### src/rtl/sensor_alarm_ctrl.sv
// Sensor alarm sequencing controller with debounce and latched alarm.
// Registers the raw 4-bit sensor vector and evaluates the error function on it.
// An alarm is raised after DEBOUNCE consecutive qualified error samples.
// The alarm is held until ack, and re-arming waits until the fault clears.
//
// Parameters:
//   DEBOUNCE   consecutive erroring samples needed to raise the alarm (1..255)
//   CNT_WIDTH  width of the saturating alarm-event counter
// Ports:
//   clk, rst    rising-edge clock, asynchronous active-high reset
//   sensors     raw sensor vector (bit 0 = high-priority sensor)
//   enable      qualification enable; low blocks the start of a new alarm
//   ack         supervisor acknowledge, only honoured while the alarm is up
//   error_now   error function of the registered sample
//   alarm       registered alarm, high exactly while in ALARM
//   fault_code  sample captured on the edge entering ALARM
//   err_count   saturating count of alarm events
// Build option: SENSOR_ALARM_COUNT_EN keeps the event counter. Without it,
// err_count is tied to zero.

module sensor_alarm_ctrl #(
    parameter int DEBOUNCE  = 4,
    parameter int CNT_WIDTH = 8
) (
    input  logic                 clk,
    input  logic                 rst,
    input  logic [3:0]           sensors,
    input  logic                 enable,
    input  logic                 ack,
    output logic                 error_now,
    output logic                 alarm,
    output logic [3:0]           fault_code,
    output logic [CNT_WIDTH-1:0] err_count
);

    typedef enum logic [1:0] {
        IDLE    = 2'd0,
        QUALIFY = 2'd1,
        ALARM   = 2'd2,
        CLEAR   = 2'd3
    } state_t;

    localparam logic [7:0] QUAL_LAST = 8'(DEBOUNCE - 1);

    state_t     state;
    state_t     state_nxt;
    logic [7:0] qual_cnt;
    logic [7:0] qual_cnt_nxt;
    logic [3:0] sample_reg;
    logic       enter_alarm;

    assign error_now = sample_reg[0] | (sample_reg[1] & (sample_reg[2] | sample_reg[3]));

    always_comb begin
        state_nxt    = state;
        qual_cnt_nxt = qual_cnt;
        case (state)
            IDLE: begin
                if (error_now && enable) begin
                    if (DEBOUNCE == 1) begin
                        state_nxt = ALARM;
                    end else begin
                        state_nxt    = QUALIFY;
                        qual_cnt_nxt = 8'd1;
                    end
                end
            end
            QUALIFY: begin
                // Any gap in the qualified error restarts the streak from zero.
                if (!error_now || !enable) begin
                    state_nxt    = IDLE;
                    qual_cnt_nxt = 8'd0;
                end else if (qual_cnt == QUAL_LAST) begin
                    state_nxt = ALARM;
                end else begin
                    qual_cnt_nxt = qual_cnt + 8'd1;
                end
            end
            ALARM: begin
                // enable and error_now are deliberately ignored: alarm stays latched.
                if (ack) begin
                    state_nxt = CLEAR;
                end
            end
            CLEAR: begin
                // A persistent fault must drop for a cycle before we can re-arm.
                if (!error_now) begin
                    state_nxt    = IDLE;
                    qual_cnt_nxt = 8'd0;
                end
            end
            default: begin
                state_nxt    = IDLE;
                qual_cnt_nxt = 8'd0;
            end
        endcase
    end

    assign enter_alarm = (state != ALARM) && (state_nxt == ALARM);

    always_ff @(posedge clk or posedge rst) begin
        if (rst) begin
            state      <= IDLE;
            qual_cnt   <= 8'd0;
            sample_reg <= 4'd0;
            alarm      <= 1'b0;
            fault_code <= 4'd0;
        end else begin
            state      <= state_nxt;
            qual_cnt   <= qual_cnt_nxt;
            sample_reg <= sensors;
            alarm      <= (state_nxt == ALARM);
            if (enter_alarm) begin
                fault_code <= sample_reg;
            end
        end
    end

`ifdef SENSOR_ALARM_COUNT_EN
    always_ff @(posedge clk or posedge rst) begin
        if (rst) begin
            err_count <= '0;
        end else if (enter_alarm && (err_count != {CNT_WIDTH{1'b1}})) begin
            err_count <= err_count + 1'b1;
        end
    end
`else
    assign err_count = '0;
`endif

endmodule

### config.mk
export PLATFORM = sky130hd
export DESIGN_NAME = sensor_alarm_ctrl
export DESIGN_NICKNAME = d
export VERILOG_FILES = /design/src/rtl/sensor_alarm_ctrl.sv
export SDC_FILE = /design/constraint.sdc
export NUM_CORES = 1
export LEC_CHECK = 0
export CELL_PAD_IN_SITES_DETAIL_PLACEMENT = 1
export CELL_PAD_IN_SITES_GLOBAL_PLACEMENT = 1
export CORE_ASPECT_RATIO = 0.6
export CORE_MARGIN = 2
export CORE_UTILIZATION = 30
export DETAILED_ROUTE_END_ITERATION = 8
export DONT_BUFFER_PORTS = 1
export PLACE_DENSITY_LB_ADDON = 0.1
export SETUP_SLACK_MARGIN = 0.5
export SLEW_MARGIN = 20
export SYNTH_ARGS = -nofsm -noshare
export SYNTH_HDL_FRONTEND = slang
export SYNTH_SLANG_ARGS = --single-unit
### constraint.sdc
create_clock -name clk -period 2.3 [get_ports clk]
set_input_delay 0.23 -clock clk [delete_from_list [all_inputs] [get_ports clk]]
set_output_delay 0.23 -clock clk [all_outputs]
set_load 0.02 [all_outputs]
# == After elaboration in Yosys (flattened, before gate mapping) ==
# Index checks and enable logic that the tools add are counted.
# classes
bitwise,3
n_eq_ne,9
n_div,0
reduce_logical,8
shifts,0
add_sub_neg,1
order_cmp,0
n_mul,0
n_mux,11
# ops
operator,n
$mux W8,4
$pmux W8 S3,1
$mux W2,5
$add A8 B1 Y8 const B,1
$eq A8 B2 Y1 const B,1
$pmux W2 S4,1
$eq A2 B2 Y1 const B,3
$ne A2 B2 Y1 const B,3
$reduce_and A4 Y1,1
$ne A3 B3 Y1 const B,1
$reduce_bool A3 Y1,1
$eq A2 B1 Y1 const B,1
$logic_and A1 B1 Y1,2
$logic_not A1 Y1,2
$logic_not A2 Y1,1
$or A1 B1 Y1,2
$and A1 B1 Y1,1
$logic_or A1 B1 Y1,1
# totals
n_memories,0
in_bits,8
output_inout_bits,14
ram_bits,0
regBits,19
romBits,0
latch_bits,0

# == Longest topological paths before layout ==
# logic_depth
ltp_word,9
depth_mapped,7
depth_no_buf,7

# == Least setup slack after synthesis ==
# OpenSTA, ideal clock, no wires.
# synth_path
path_kind,register to register
start,register qual_cnt[0]
end,register qual_cnt[0]
synth_period_minus_slack_ns,2.194
slack_ns,0.106
required_time_ns,2.175
setup_ns,0.125
arrival_ns,2.070
n_path_buf,0
path_stages_with_launch,6
path_cell_list,dfrtp_1 > ha_1 > or4b_4 > or4_4 > o211ai_2 > mux2_2
# synth_via
elab_chain_cells,4
elab_cells_between_ends,7
# synth_rtl
item,line,source
from (decl),47,logic [7:0] qual_cnt;
from (signal assigned),110,qual_cnt <= qual_cnt_nxt;
$add A8 B1 Y8,76,qual_cnt_nxt = qual_cnt + 8'd1;
$mux W8,73,end else if (qual_cnt == QUAL_LAST) begin
$mux W8,70,if (!error_now || !enable) begin
$pmux W8 S3,57,case (state)
# Several ways; a longest one is shown, not always the timed one. The select of a mux whose other input is x is not followed.
# A chain may end at the register's enable or synchronous reset.

# == Worst setup path after layout ==
# layout_path
start,register qual_cnt[1]
end,register qual_cnt[5]
# The elaborated chain is that of the path after synthesis.

==> impl_metrics.tcl <==
set metrics [dict create \
    status "complete, but fails checks" \
    violations "hold timing" \
    ys_types 36 \
    max-vdd-ir-drop_v 0.000394 \
    finClkSkew_ns 0.00278 \
    ios 22 \
    antenna_cells 0 \
    cts-root-buf "clkbuf_8" \
    cp-end-kind "flip-flop" \
    required_ns 2.48 \
    fin_area_um2 1370 \
    clk_pin_slew_ns 0.08 \
    whs_ns -0.0207 \
    wire_per_inst_um 15.4 \
    crit_slowest_cell "or4b_4" \
    async_reset_ff_frac 1.00 \
    slew_violations 0 \
    crit_path_max_fanout 7 \
    fin_crit_sh 0.971 \
    die-width_um 82.6 \
    min_period_ns 2.23 \
    drt_pass1_iterations 4 \
    p_per_area_nw_per_um2 997 \
    dominantRegCellSynth "dfrtp_1" \
    ant_nets 0 \
    dp.cells 159 \
    pre_cts_ws_ns 0.0189 \
    synth_area_leaders "dfrtp_1 (43%), ha_1 (6.7%), buf_4 (5.4%)" \
    min_path_type "in -> async" \
    syn_area_per_cell_um2 10.3 \
    rsz0062_at_grt "true" \
    routed_wl_um 2690 \
    crit_chain "ha_1 > or4b_4 > or4_4 > o211ai_4 > buf_6 > o21ai_0 > a21oi_1" \
    grt_usage 0.148 \
    clock_sinks 19 \
    max-slew-margin-rel 0.496 \
    p_leak_nw 0.594 \
    gp_congestion 0.779 \
    grt_max_degree 20 \
    max_cap_viol_count 0 \
    numCtsBuffers 3 \
    drt-initial-drc-count 20 \
    vias 851 \
    hpwl_um 1990 \
    grt_overflow 0 \
    drt-vias-per-instance 4.86 \
    die_area_um2 4230 \
    synthCells 108 \
    cts_tree "done" \
    portBuffers 0 \
    layout_commonest_cell "dfrtp_1" \
    start_util 0.308 \
    fin_setup_tns_ns 0 \
    fmax_ghz 0.448 \
    row_count 17 \
    synth_top_area_frac 0.427 \
    drc 0 \
    yosysTopAreaCell "dfrtp_1" \
    finalPower_mw 1.37 \
    worst_slack_ns 0.0658 \
    synth_edf_count 0 \
    critical_path_class "reg -> reg" \
    finalHoldViolations 19 \
    largest_reg_flops 8 \
    yosysWarningCount 0 \
    antenna_found_initial 0 \
    grt_pass1_vias 853 \
    grt_pass1_wl_um 4460 \
    cts_max_path_buffers 2 \
    arrival_ns 2.41 \
    syn-cell-area_um2 1110 \
    ys_ff_latch 19 \
    post-route-util 0.380 \
    start_kind "flip-flop" \
    post_dp_cell_area_um2 1190 \
    setup_viol 0 \
    slowest_delay_ns 0.49 \
    drive_gt1_frac 0.281 \
    final_nets 143 \
    htree_levels 1 \
    fp.dieH_um 51.2 \
    final_cell_mix "dfrtp_1 (19), buf_4 (11), nand2_1 (9)" \
    fin_cells 175 \
    areaGrowthSynthToFinish_pct 23.5 \
    clk_latency_ns 0.27 \
    core_um2 3620 \
    seq_area_frac_synth 0.427 \
    tightest_slew_ns 0.755 \
]
==> area by class of cell <==
| class | instances | area [um^2] |
|---|---|---|
| Fill cell | 441 | 2240 |
| Clock inverter | 1 | 7.51 |
| Sequential cell | 19 | 475 |
| Tap cell | 47 | 58.8 |
| Clock buffer | 3 | 41.3 |
| Multi-Input combinational cell | 82 | 616 |
| Timing Repair Buffer | 18 | 156 |
| Inverter | 5 | 18.8 |
==> routing by layer <==
metal	global-route usage	share of wire	routed length, um	up-vias
met5	0	0	0	-
met4	0.0574	0.0086	23	0
met3	0.0442	0.041	109	2
met2	0.190	0.39	1050	19
met1	0.226	0.56	1500	410
li1	-	-	-	420
==> what timing repair did <==
action | CTS | global route
gates resized for setup | 10 | 2
pin swaps | 3 | 3
endpoints found under the hold margin | 4 | 0
cloned | 0 | 0
endpoints found under the setup margin | 13 | 13
buffers inserted | 5 | 3
hold buffers | 4 | 0
==> power breakdown <==
part           switching [mW]  total, mW  internal, mW
Combinational           0.312      0.618         0.307
Clock                   0.124      0.247         0.123
Sequential             0.0992      0.505         0.406
==> worst max-delay path: cells and delay by family (launching register included) <==
kind,cells,cell delay (ns)
fa+ha+maj,1,0.17
compound gates,3,0.51
flops,1,0.36
buf+inv,1,0.14
simple gates,2,0.96
==> Yosys cell counts, types with 2 or more instances <==
cell type,n
o31ai_1,2
mux2_2,5
buf_4,8
dfrtp_1,19
inv_1,5
ha_1,6
a21oi_1,8
or4_1,2
nor2b_1,2
o21ai_0,10
nand3_1,2
or3_1,3
nor2_1,2
nand2_1,9
and2_1,3
o211a_1,2
==> cells by family (layout without fill, tap and decap cells) <==
family / Yosys count / in the layout / share of synthesized area
other: 1 / 8 / 0.00337
DFF: 19 / 19 / 0.427
adders and majority gates: 6 / 6 / 0.0675
AOI/OAI and AO/OA: 31 / 31 / 0.191
buffers and inverters: 14 / 27 / 0.0742
and+or+nand+nor: 32 / 32 / 0.186
muxes: 5 / 5 / 0.0506
==> final timing paths <==
| kind | startpoint | end | slack, ns | cells past startpoint |
|---|---|---|---|---|
| setup / recovery | qual_cnt[1]$_DFFE_PP0P_ | qual_cnt[5]$_DFFE_PP0P_ | 0.07 | 7 |
| hold / removal | rst | alarm$_DFF_PP0_ | -0.02 | 1 |
| setup reg to reg | qual_cnt[1]$_DFFE_PP0P_ | qual_cnt[5]$_DFFE_PP0P_ | 0.07 | 7 |
| hold reg to reg | qual_cnt[7]$_DFFE_PP0P_ | qual_cnt[7]$_DFFE_PP0P_ | 0.59 | 2 |
| max in group asynchronous | rst | qual_cnt[3]$_DFFE_PP0P_ | 1.85 | 1 |
| min in group clk | ack | state[0]$_DFF_PP0_ | 0.38 | 3 |
Note: power is estimated with default switching activity, not from simulation.
